===== config.mk =====
export PLATFORM = sky130hd
export DESIGN_NAME = branch_resolve_unit
export DESIGN_NICKNAME = d
export VERILOG_FILES = /design/src/rtl/bp_defs.sv /design/src/rtl/update_fifo.sv /design/src/rtl/branch_resolve_unit.sv
export SDC_FILE = /design/constraint.sdc
export NUM_CORES = 1
export LEC_CHECK = 0
export CORE_MARGIN = 8
export CORE_UTILIZATION = 25
export CTS_CLUSTER_DIAMETER = 40
export DETAILED_ROUTE_END_ITERATION = 7
export GPL_TIMING_DRIVEN = 0
export MAX_ROUTING_LAYER = met4
export PLACE_DENSITY_LB_ADDON = 0.1
export RECOVER_POWER = 100
export SLEW_MARGIN = 10
export SYNTH_ARGS = -nofsm -noshare
export SYNTH_HDL_FRONTEND = slang
export SYNTH_SLANG_ARGS = --single-unit

===== constraint.sdc =====
create_clock -name clk -period 22.3 [get_ports clk]
set_input_delay 4.46 -clock clk [delete_from_list [all_inputs] [get_ports clk]]
set_output_delay 4.46 -clock clk [all_outputs]
set_load 0.01 [all_outputs]

===== src/rtl/bp_defs.sv =====
// rtl/bp_defs.sv - shared branch-predictor definitions: counter encodings, PC step, BTB write fields
//
// Purpose: constants and helpers shared by the branch resolve unit and its update queue.
// Ports: none (package).
package bp_defs;

  // 2-bit hysteresis counter encodings
  localparam logic [1:0] CNT_SNT   = 2'd0;
  localparam logic [1:0] CNT_WNT   = 2'd1;
  localparam logic [1:0] CNT_WT    = 2'd2;
  localparam logic [1:0] CNT_ST    = 2'd3;
  localparam logic [1:0] CNT_RESET = CNT_WNT;

  localparam logic [31:0] PC_STEP = 32'd4;

  // BTB write-port field widths
  localparam int BTB_PC_W  = 32;
  localparam int BTB_TGT_W = 32;
  localparam int BTB_WR_W  = BTB_PC_W + BTB_TGT_W;

  typedef struct packed {
    logic [BTB_PC_W-1:0]  pc;
    logic [BTB_TGT_W-1:0] target;
  } btb_wr_t;

  // Saturating counter step toward the observed outcome.
  function automatic logic [1:0] cnt_step(input logic [1:0] cnt, input logic taken);
    logic [1:0] r;
    r = cnt;
    if (taken) begin
      if (cnt != CNT_ST) r = cnt + 2'd1;
    end else begin
      if (cnt != CNT_SNT) r = cnt - 2'd1;
    end
    return r;
  endfunction

endpackage


===== src/rtl/update_fifo.sv =====
// rtl/update_fifo.sv - show-ahead FIFO buffering BTB install requests
//
// Purpose: small show-ahead FIFO between EX and the BTB write port.
// Ports:
//   clk, rst            clock, asynchronous active-high reset
//   push, push_data     enqueue request and payload
//   pop                 dequeue request (ignored when empty)
//   pop_data            head entry (valid when !empty)
//   full, empty         occupancy flags
//   drop                push rejected this cycle (full with no simultaneous pop)
module update_fifo #(
  parameter int W     = 64,
  parameter int DEPTH = 4
) (
  input  logic         clk,
  input  logic         rst,
  input  logic         push,
  input  logic [W-1:0] push_data,
  input  logic         pop,
  output logic [W-1:0] pop_data,
  output logic         full,
  output logic         empty,
  output logic         drop
);

  localparam int AW = $clog2(DEPTH);

  logic [W-1:0] mem [DEPTH];
  // One extra pointer bit distinguishes full from empty when the indices match.
  logic [AW:0]  wr_ptr;
  logic [AW:0]  rd_ptr;
  logic         do_pop;
  logic         do_push;

  assign empty    = (wr_ptr == rd_ptr);
  assign full     = (wr_ptr[AW] != rd_ptr[AW]) && (wr_ptr[AW-1:0] == rd_ptr[AW-1:0]);
  assign do_pop   = pop && !empty;
  // A pop in the same cycle frees the slot the push needs.
  assign do_push  = push && (!full || do_pop);
  assign drop     = push && !do_push;
  assign pop_data = mem[rd_ptr[AW-1:0]];

  always_ff @(posedge clk or posedge rst) begin
    if (rst) begin
      wr_ptr <= '0;
      rd_ptr <= '0;
    end else begin
      if (do_push) wr_ptr <= wr_ptr + 1'b1;
      if (do_pop)  rd_ptr <= rd_ptr + 1'b1;
    end
  end

  // Storage needs no reset: entries are only observed between push and pop.
  always_ff @(posedge clk) begin
    if (do_push) mem[wr_ptr[AW-1:0]] <= push_data;
  end

endmodule


===== src/rtl/branch_resolve_unit.sv =====
// rtl/branch_resolve_unit.sv - EX-stage branch resolution, redirect and BTB training
//
// Purpose: resolves branches/jumps, compares against the fetch-time BTB prediction,
// issues a registered one-cycle redirect on mispredict, and trains the BTB through a
// 2-bit hysteresis filter and a small update queue.
// Ports:
//   clk, rst                      clock, asynchronous active-high reset
//   ex_valid/ex_pc/ex_is_branch/ex_is_jump/ex_taken/ex_target   resolved EX instruction
//   ex_pred_hit/ex_pred_target    BTB prediction carried from fetch
//   redirect_valid/redirect_pc    registered mispredict pulse and correct next PC
//   btb_wr_valid/btb_wr_pc/btb_wr_target/btb_wr_ready   BTB write stream
//   uq_drop                       registered pulse: install dropped, queue full
//   branch_cnt/mispred_cnt        wrapping statistics
module branch_resolve_unit
  import bp_defs::*;
#(
  parameter int CNT_ENTRIES = 64,
  parameter int UQ_DEPTH    = 4
) (
  input  logic        clk,
  input  logic        rst,
  input  logic        ex_valid,
  input  logic [31:0] ex_pc,
  input  logic        ex_is_branch,
  input  logic        ex_is_jump,
  input  logic        ex_taken,
  input  logic [31:0] ex_target,
  input  logic        ex_pred_hit,
  input  logic [31:0] ex_pred_target,
  output logic        redirect_valid,
  output logic [31:0] redirect_pc,
  output logic        btb_wr_valid,
  output logic [31:0] btb_wr_pc,
  output logic [31:0] btb_wr_target,
  input  logic        btb_wr_ready,
  output logic        uq_drop,
  output logic [31:0] branch_cnt,
  output logic [31:0] mispred_cnt
);

  localparam int IDX_W = $clog2(CNT_ENTRIES);

  logic [1:0]       cnt_tbl [CNT_ENTRIES];
  logic [IDX_W-1:0] cnt_idx;
  logic [1:0]       cnt_cur;
  logic [1:0]       cnt_new;

  logic             qual;
  logic             is_ctl;
  logic             act_taken;
  logic             tgt_miss;
  logic             mispred;
  logic [31:0]      fix_pc;
  logic             install;

  btb_wr_t          push_entry;
  btb_wr_t          head_entry;
  logic             uq_full;
  logic             uq_empty;
  logic             uq_pop;
  logic             uq_drop_now;

  // The instruction in EX during a redirect cycle is on the wrong path.
  assign qual      = ex_valid && !redirect_valid;
  assign is_ctl    = ex_is_branch || ex_is_jump;
  assign act_taken = ex_is_jump || (ex_is_branch && ex_taken);
  assign tgt_miss  = !ex_pred_hit || (ex_pred_target != ex_target);

  assign cnt_idx   = ex_pc[IDX_W+1:2];
  assign cnt_cur   = cnt_tbl[cnt_idx];

  always_comb begin
    cnt_new = cnt_cur;
    if (ex_is_jump)        cnt_new = CNT_ST;
    else if (ex_is_branch) cnt_new = cnt_step(cnt_cur, ex_taken);
  end

  always_comb begin
    mispred = 1'b0;
    fix_pc  = '0;
    if (qual) begin
      if (act_taken && tgt_miss) begin
        mispred = 1'b1;
        fix_pc  = ex_target;
      end else if (!act_taken && ex_pred_hit) begin
        // Not-taken branch or a non-control instruction aliasing a BTB entry.
        mispred = 1'b1;
        fix_pc  = ex_pc + PC_STEP;
      end
    end
  end

  // Branches install only once the filter leans taken; the BTB cannot invalidate,
  // so not-taken outcomes never write.
  assign install = qual && tgt_miss &&
                   (ex_is_jump || (ex_is_branch && ex_taken && (cnt_new >= CNT_WT)));

  always_ff @(posedge clk or posedge rst) begin
    if (rst) begin
      for (int i = 0; i < CNT_ENTRIES; i++) cnt_tbl[i] <= CNT_RESET;
    end else if (qual && is_ctl) begin
      cnt_tbl[cnt_idx] <= cnt_new;
    end
  end

  assign push_entry.pc     = ex_pc;
  assign push_entry.target = ex_target;
  assign uq_pop            = btb_wr_valid && btb_wr_ready;

  update_fifo #(
    .W     (BTB_WR_W),
    .DEPTH (UQ_DEPTH)
  ) u_update_fifo (
    .clk       (clk),
    .rst       (rst),
    .push      (install),
    .push_data (push_entry),
    .pop       (uq_pop),
    .pop_data  (head_entry),
    .full      (uq_full),
    .empty     (uq_empty),
    .drop      (uq_drop_now)
  );

  // Head is gated so the write port reads zero while nothing is queued.
  assign btb_wr_valid  = !uq_empty;
  assign btb_wr_pc     = uq_empty ? '0 : head_entry.pc;
  assign btb_wr_target = uq_empty ? '0 : head_entry.target;

  always_ff @(posedge clk or posedge rst) begin
    if (rst) begin
      redirect_valid <= 1'b0;
      redirect_pc    <= '0;
      uq_drop        <= 1'b0;
      branch_cnt     <= '0;
      mispred_cnt    <= '0;
    end else begin
      redirect_valid <= mispred;
      redirect_pc    <= fix_pc;
      uq_drop        <= uq_drop_now;
      if (qual && is_ctl) branch_cnt <= branch_cnt + 32'd1;
      if (mispred)        mispred_cnt <= mispred_cnt + 32'd1;
    end
  end

  // Kept visible for debug probes; full is otherwise only consumed inside the FIFO.
  logic uq_full_dbg;
  assign uq_full_dbg = uq_full;

endmodule

-- Word level (Yosys, flattened, before mapping)
Memories as Yosys holds them, arrays and structs flattened.
Cells that the tools add are included.
- register bits: 232
- output and inout port bits: 163
- memories kept: 1
- input bits: 104
- memory bits (writable): 256
- muxes and demuxes: 21
- eq/ne operators: 5
- reduce and logical (&&, ||, !) cells: 26
- bitwise gates (word level): 1
- $lt $le $gt $ge: 3
- $add $sub $neg: 7
- memory list (name ; words ; bits a word ; read ports ; clocked after memory_dff ; write ports ; line ; RTL):
    u_update_fifo.mem ; 4 ; 64 ; 1 ; 0 ; 1 ; update_fifo.sv:28 ; logic [W-1:0] mem [DEPTH];
- operators by type and width (operator ; count):
    $mux 32 ; 5
    $bwmux 128 ; 1
    $add 32x1->32 const B ; 2
    $add 32x3->32 const B ; 1
    $ne 32x32->1 ; 1
    $mux 2 ; 8
    $logic_and 1x1->1 ; 14
    $bmux 2 s6 ; 1
    $demux 2 s6 ; 1
    $ge 7x7->1 const B ; 1
    $lt 7x1->1 const B ; 1
    $not 6->7 ; 1
    $add 3x1->3 const B ; 2
    $logic_not 1->1 ; 6
    $logic_or 1x1->1 ; 5
    $mux 1 ; 5
    $eq 3x3->1 ; 1
    $add 2x1->2 const B ; 1
    $eq 2x2->1 ; 1
    $ge 2x2->1 const B ; 1
    $ne 2x2->1 const B ; 1
    $reduce_bool 2->1 ; 1
    $sub 2x1->2 const B ; 1
    $ne 1x1->1 ; 1

-- Depth between registers and ports, before layout
Gate-level depths: netlist of run 1.
- depth in word-level cells: 16
- mapped depth: 14
- gate-level depth less buffers: 9

-- Hierarchy
A second synthesis of run 1 with hierarchy kept.
- cells, all modules: 1559
- area, all modules: 21326.7 µm²
- modules (own cells, without submodules) (module ; cells each ; instances ; sequential area each (µm²) ; area each (µm²)):
    branch_resolve_unit ; 1182 ; 1 ; 5735.5 ; 11692.5
    update_fifo ; 377 ; 1 ; 7837.5 ; 9634.2

-- Worst setup path before layout of run 1
OpenSTA, ideal clock, no wires.
- kind: in2reg
- start: input ex_pc[7]
- end: memory u_update_fifo.mem[0][0], enable pin
- buffers on the path: 2
- arrival time: 7.801 ns
- library setup time: 0.429 ns
- stages: 10
- setup slack: 14.070 ns
- cells stage by stage: buf_6 -> buf_2 -> nor3b_1 -> a22oi_1 -> o211a_1 -> and4_1 -> a21boi_1 -> o21bai_1 -> and3_1 -> and2_1
- word-level cells in the longest chain between the ends: 16
- elaborated cells between the ends (all ways): 20
- RTL lines (element ; line ; RTL):
    from (decl) ; branch_resolve_unit.sv:23 ; input logic [31:0] ex_pc,
    $not 6->7 (implied by the code) (*) ; branch_resolve_unit.sv:70 ; assign cnt_cur = cnt_tbl[cnt_idx];
    $bmux 2 s6 (*) ; branch_resolve_unit.sv:70 ;
    $mux 2 (implied by the code) (*) (2 in a row) ; branch_resolve_unit.sv:70 ;
    $sub 2x1->2 (tied with other cells) ; bp_defs.sv:33 ; if (cnt != CNT_SNT) r = cnt - 2'd1;
    $mux 2, on equally long branches ; bp_defs.sv:33, bp_defs.sv:31 ;
    $mux 2 ; bp_defs.sv:30 ; if (taken) begin
    $mux 2 (*) ; branch_resolve_unit.sv:75 ; else if (ex_is_branch) cnt_new = cnt_step(cnt_cur, ex_taken);
    $mux 2 (*) ; branch_resolve_unit.sv:74 ; if (ex_is_jump) cnt_new = CNT_ST;
    $ge 2x2->1 (*) ; branch_resolve_unit.sv:96 ; (ex_is_jump || (ex_is_branch && ex_taken && (cnt_new >= CNT_WT)));
    $logic_and 1x1->1 (*) ; branch_resolve_unit.sv:96 ;
    $logic_or 1x1->1 (*) ; branch_resolve_unit.sv:96 ;
    $logic_and 1x1->1 (*) ; branch_resolve_unit.sv:95 ; assign install = qual && tgt_miss &&
    $logic_and 1x1->1 (*) ; update_fifo.sv:39 ; assign do_push = push && (!full || do_pop);
    $mux 1 (*) ; update_fifo.sv:55 ; if (do_push) mem[wr_ptr[AW-1:0]] <= push_data;
    $mux 1 (implied by the code) (*) ; update_fifo.sv:55 ;
    to (decl) ; update_fifo.sv:28 ;
Mark *: on every way between the ends. The rest lies on a longest branch, timed or not. The select of a mux whose other input is x is not followed.

-- Worst setup path in the final report of run 1
- start: input ex_pc[3]
- end: memory u_update_fifo.mem[0][49], enable pin
The elaborated chain is that of the path after synthesis.

==> flow_summary.json, run 1 <==
{
  "placedInstanceArea_um2": 25610,
  "criticalPathCategory": "in -> reg",
  "reg2reg_setup_slack_ns": 15.33,
  "crit_slowest_cell": "and2_0",
  "post-dp-hpwl_um": 50550,
  "critPathMaxFanout": 33,
  "vias": 13430,
  "fin_util": 0.3365,
  "crit_chain": "dlygate4sd3_1, clkbuf_1, clkbuf_1, nand3_1, o221ai_1, o31ai_1, o2111ai_1, or4b_1, a21boi_0, o21bai_1, and3_1, and2_0, clkbuf_1",
  "seqCellArea_um2": 13570,
  "cts_resized": 0,
  "required_ns": 22.47,
  "nets": 1878,
  "cap_violations": 12,
  "ctsHoldBuffers": 0,
  "yosysWarnings": 0,
  "wl_per_cell_um": 24.08,
  "async_flop_share": 0.4754,
  "outcome": "finished, violations left",
  "port_buffers": 266,
  "clock_sinks": 488,
  "leakage_nw": 10.92,
  "min-delay-start": "branch_cnt[31]$_DFFE_PP0P_",
  "multiInputGateArea_um2": 7289,
  "power.density_nw_per_um2": 116.8,
  "post-route-min-period_ns": 13.07,
  "syn_area_um2": 21270,
  "hold_path_class": "reg -> reg",
  "seq_area_frac_synth": 0.6381,
  "num_rows": 107,
  "critPathTopFamily": "buffers and inverters",
  "finalWeightedCongestion": 0.7583,
  "grt_pass1_vias": 14230,
  "ir_worst_vdd_uv": 55.78,
  "grt_first_pass_wirelength_um": 103000,
  "syn2layout_area_growth_pct": 34.06,
  "tightestPinTransition_ns": 5.727,
  "drt_iter0_markers": 802,
  "n_fill_cell": 8318,
  "worst_slew_margin_rel": -2.818,
  "synthFlopType": "edfxtp_1",
  "setup_tns_ns": 0,
  "ff2ff_path_depth": 10,
  "coreArea_um2": 84750,
  "clk_pin_slew_ns": 0.05,
  "root_buffer": "clkbuf_16",
  "crit_path_frequent_cell": "clkbuf_1",
  "post-route-cell-area_um2": 28520,
  "fin_worst_skew_ns": 0.02554,
  "wl_um": 71930,
  "critPathMaxStageDelay_ns": 2.04,
  "drcViolationCount": 0,
  "ant_nets": 0,
  "crit_path_end_kind": "register",
  "failed_checks": "max-capacitance violations, max-slew violations",
  "synth_cells": 1402,
  "synth-seq-cells": 488,
  "die-area_um2": 94680,
  "synth_nets": 1514,
  "path_buf_inv": 4,
  "cp.arrival_ns": 13.24,
  "synth_cell_types": 64,
  "postCtsSetupRepairBufs": 0,
  "antenna_found_initial": 12,
  "start_util": 0.2510,
  "die_x_um": 307.7,
  "r2r-start": "cnt_tbl[40]$_DFFE_PP1P_",
  "hold_depth": 1,
  "fp.dieH_um": 307.7,
  "io_pins": 267,
  "cp-startpoint": "ex_pc[3]",
  "hold_viol": 0,
  "cp_num_cells": 13,
  "grt_max_degree": 104,
  "clock_path_buffers": 3,
  "cts_tree": "done",
  "synth_edf_count": 256,
  "fin_crit_sh": 0.5859,
  "fmax_mhz": 76.54,
  "overflow": 0,
  "cp-start-kind": "input port",
  "vias_per_cell": 4.494,
  "htree_levels": 3,
  "drive_above_1_share": 0.2332,
  "rsz0062_at_grt": "no",
  "grt_usage": 0.1528,
  "dr.pass1.iters": 6,
  "clock_latency_ns": 0.62,
  "avgSynthCellArea_um2": 15.17,
  "numCtsBuffers": 86,
  "slew_violations": 516,
  "setup_viol_count_final": 0
}
## cell usage after synthesis, types with 7 or more instances
cell type,n,area [um^2]
nor2b_1,70,437.9
mux2_2,108,1216
inv_1,12,45.04
clkbuf_1,36,135.1
mux4_2,78,1757
a22oi_1,10,75.07
ha_1,8,100.1
xor2_1,66,578.1
nor4_1,9,56.30
nor2_1,62,232.7
nand2_1,111,416.7
buf_2,7,35.03
xnor2_1,63,551.8
buf_6,11,123.9
buf_1,9,33.78
mux2i_1,13,130.1
edfxtp_1,256,7687
nand3_1,35,175.2
o21ai_0,30,150.1
mux2_1,30,337.8
nor3_1,12,60.06
dfstp_2,64,1682
and4_1,7,61.31
dfrtp_1,168,4204
and3_1,20,125.1
nand4_1,20,125.1
## power by group
group          internal (mW)  total, mW  switching [mW]  leakage, nW
registers               1.05       1.10          0.0436         5.23
clock network          0.926       1.41           0.480         1.52
logic                  0.387      0.829           0.442         4.17
total                   2.36       3.33           0.966         10.9
## final cells by class
class                      count  share of cell area
antenna                        3           0.0002632
buffer                        67             0.01031
clock buffer                 111             0.08749
clock inverter                51             0.02290
inverter                      13            0.001799
multi-input combinational    834              0.2556
sequential                   488              0.4760
tap                         1144             0.05019
timing repair buffer         276             0.09547
## flip-flops by register name, indices dropped and copies added, names as in the netlist
signal / count
uq_drop: 1
mispred_cnt: 32
redirect_pc: 32
cnt_tbl: 128
redirect_valid: 1
u_update_fifo.wr_ptr: 3
u_update_fifo.rd_ptr: 3
branch_cnt: 32
u_update_fifo.mem: 256
## metal layers
metal  vias up  track usage  wire (um)
met5         -            -          0
met4         0      0.04481       2123
met3       128      0.03683       4199
met2       382       0.2336      33130
met1      6952       0.2010      32470
li1       5963            -          -
## cells in the final DEF (no fill, tap or decap), types with 64 or more instances in the layout
master,Yosys,routed
xor2_1,66,66
clkbuf_16,0,93
mux4_2,78,78
dfrtp_1,168,168
clkbuf_1,36,70
dlygate4sd3_1,0,224
nor2b_1,70,70
nand2_1,111,111
edfxtp_1,256,256
mux2_2,108,107
dfstp_2,64,64
## stage by stage
step	instances	total power, mW	setup slack (ns)	hold slack [ns]
2_1_floorplan	1402	1.531	11.58	0.4613
3_3_place_gp	2812	2.020	7.433	0.4679
3_5_place_dp	2822	2.024	12.55	0.4777
4_1_cts	2984	3.452	13.21	0.4836
5_1_grt	2985	3.486	8.520	0.4946
6_report	2987	3.330	9.234	0.4753
## cells by family (layout without fill, tap and decap cells)
group                    count (synthesis)  after routing  synth area share
AO/OA/AOI/OAI                           80             80           0.02506
XOR/XNOR                               129            129           0.05311
adder cells (fa/ha/maj)                  9              9          0.005235
buffers and inverters                   80            518           0.01947
flip-flops                             488            488            0.6381
multiplexers                           233            233            0.1666
other                                    0              3                 0
AND/OR/NAND/NOR                        383            383           0.09241
## worst paths after layout
check,to
worst min-delay path,branch_cnt[31]$_DFFE_PP0P_
worst max register to register,u_update_fifo.mem[0][49]$_DFFE_PP_
min in group asynchronous,mispred_cnt[9]$_DFFE_PP0P_
worst min register to register,branch_cnt[31]$_DFFE_PP0P_
worst max-delay path,u_update_fifo.mem[0][49]$_DFFE_PP_
max in group asynchronous,cnt_tbl[37]$_DFFE_PP0P_
No activity file was read; power rests on OpenSTA's default activity.
==> run 2: changes to the inputs <==
==> constraint.sdc (replaced) <==
create_clock -name clk -period 13.2 [get_ports clk]
set_input_delay 2.64 -clock clk [delete_from_list [all_inputs] [get_ports clk]]
set_output_delay 2.64 -clock clk [all_outputs]
set_load 0.01 [all_outputs]
==> run 2 against run 1 <==
  * The flow still finishes with violations (max-capacitance violations, max-slew violations)
  * Combinational power rose by 70%
  * Final cell count is essentially flat
  * First-iteration DRC count decreased by 6.5%
  * Register-to-register slack worse by 8.0 ns
  * Setup slack worse by 5.7 ns
  * Hold slack about the same
  * Critical path depth did not move
  * Non-clock buffer count stayed put
  * Highest routed layer unchanged
==> flow_summary.json, run 2 (synthesis gave the netlist of run 1 again) <==
{
  "vias": 13410,
  "drive_above_1_share": 0.2359,
  "vias_per_cell": 4.487,
  "cp.arrival_ns": 9.98,
  "final_cells": 2989,
  "root_buffer": "clkbuf_16",
  "die-area_um2": 94680,
  "failed_checks": "max-capacitance violations, max-slew violations",
  "cts_tree": "done",
  "placed_cells": 2822,
  "rsz0062_at_grt": "no",
  "tightestPinTransition_ns": 4.304,
  "clock_sinks": 488,
  "grt_first_pass_wirelength_um": 103000,
  "drcViolationCount": 0,
  "hold_path_class": "reg -> reg",
  "nets": 1878,
  "ff2ff_path_depth": 11,
  "fin_worst_skew_ns": 0.02671,
  "most-common-layout-cells": "edfxtp_1, dlygate4sd3_1, dfrtp_1, nand2_1, mux2_2",
  "grt_pass1_vias": 14230,
  "num_rows": 107,
  "antenna_found_initial": 12,
  "syn2layout_area_growth_pct": 34.64,
  "clock_path_buffers": 3,
  "fin_ws_ns": 3.545,
  "clk_pin_slew_ns": 0.05,
  "cts_resized": 0,
  "finalWeightedCongestion": 0.7583,
  "setup_viol_count_final": 0,
  "ir_worst_vdd_uv": 94.24,
  "io_pins": 267,
  "hold_viol": 0,
  "fmax_mhz": 103.6,
  "setup_tns_ns": 0,
  "wl_per_cell_um": 23.99,
  "crit_path_end_kind": "register",
  "fin_crit_sh": 0.7314,
  "worst_slew_margin_rel": -1.869,
  "overflow": 0,
  "wl_um": 71710,
  "final_common_cell": "edfxtp_1",
  "port_buffers": 266,
  "grt_max_degree": 104,
  "place_ws_ns": 5.268,
  "outcome": "finished, violations left",
  "clock_latency_ns": 0.62,
  "criticalPathCategory": "in -> reg",
  "post-route-min-period_ns": 9.655,
  "drt_iter0_markers": 750,
  "coreArea_um2": 84750,
  "ant_nets": 0,
  "fp.dieH_um": 307.7,
  "ctsHoldBuffers": 0,
  "grt_usage": 0.1528,
  "slew_violations": 261,
  "start_util": 0.2510,
  "required_ns": 13.52,
  "die_x_um": 307.7,
  "hold_depth": 1,
  "post-dp-hpwl_um": 50550,
  "htree_levels": 3,
  "largest_reg_flops": 256,
  "cp-start-kind": "input port",
  "numCtsBuffers": 86,
  "leakage_nw": 10.97,
  "critPathMaxFanout": 34,
  "power.density_nw_per_um2": 196.6,
  "dr.pass1.iters": 4,
  "postCtsSetupRepairBufs": 0,
  "cap_violations": 8
}
## run 2: changes by cell type in the layout (fill, tap and decap cells not counted)
cell      delta
diode_2      +2
clkbuf_1     -5
buf_16       +5
## run 2: power breakdown
part	total (mW)	internal, mW	switching (mW)
sequential	1.85	1.77	0.0733
combinational	1.41	0.662	0.748
clock	2.38	1.56	0.811
total	5.63	4.00	1.63
## run 2: layout make-up
type                    instances  area (um^2)
fillers                      8304        56100
diodes                          5        12.51
clock inverters                51        653.1
inverters                      13        51.30
flip-flops and latches        488        13570
multi-input cells             834         7289
plain buffers                  67        294.0
well taps                    1144         1431
repair buffers                276         2841
clock buffers                 111         2495
## run 2: per-stage QoR
stage / util / hold WS, ns / instance area [um^2] / power, mW
3_3_place_gp: 0.2993 / 0.4679 / 25370 / 3.413
2_1_floorplan: - / 0.4613 / 21270 / 2.587
6_report: 0.3380 / 0.4750 / 28640 / 5.632
3_5_place_dp: 0.3022 / 0.4777 / 25610 / 3.419
5_1_grt: 0.3379 / 0.4946 / 28630 / 5.894
4_1_cts: 0.3393 / 0.4836 / 28760 / 5.832
## run 2: path summary, 6_finish.rpt
path,from,endpoint,slack [ns]
setup / recovery,ex_pc[3],u_update_fifo.mem[3][48]$_DFFE_PP_,3.55
hold / removal,branch_cnt[31]$_DFFE_PP0P_,branch_cnt[31]$_DFFE_PP0P_,0.47
setup reg to reg,cnt_tbl[40]$_DFFE_PP1P_,u_update_fifo.mem[3][48]$_DFFE_PP_,7.36
hold reg to reg,branch_cnt[31]$_DFFE_PP0P_,branch_cnt[31]$_DFFE_PP0P_,0.47
max in group asynchronous,rst,branch_cnt[23]$_DFFE_PP0P_,4.79
min in group asynchronous,rst,mispred_cnt[9]$_DFFE_PP0P_,3.35
## run 2: worst max-delay path: stages
cell,delay [ns]
dlygate4sd3_1,0.95
clkbuf_1,0.73
clkbuf_1,0.67
mux4_2,0.41
a31oi_1,0.30
o2111ai_1,0.22
or4b_1,0.64
a21boi_0,0.23
o21bai_1,0.25
clkbuf_1,0.38
nand4_1,0.26
clkinvlp_2,1.50
buf_16,0.72
## run 2: routing by layer
layer,part of all wire,GRT usage
met5,0,-
met4,0.029,0.04481
met3,0.063,0.03683
met2,0.46,0.2336
met1,0.45,0.2010
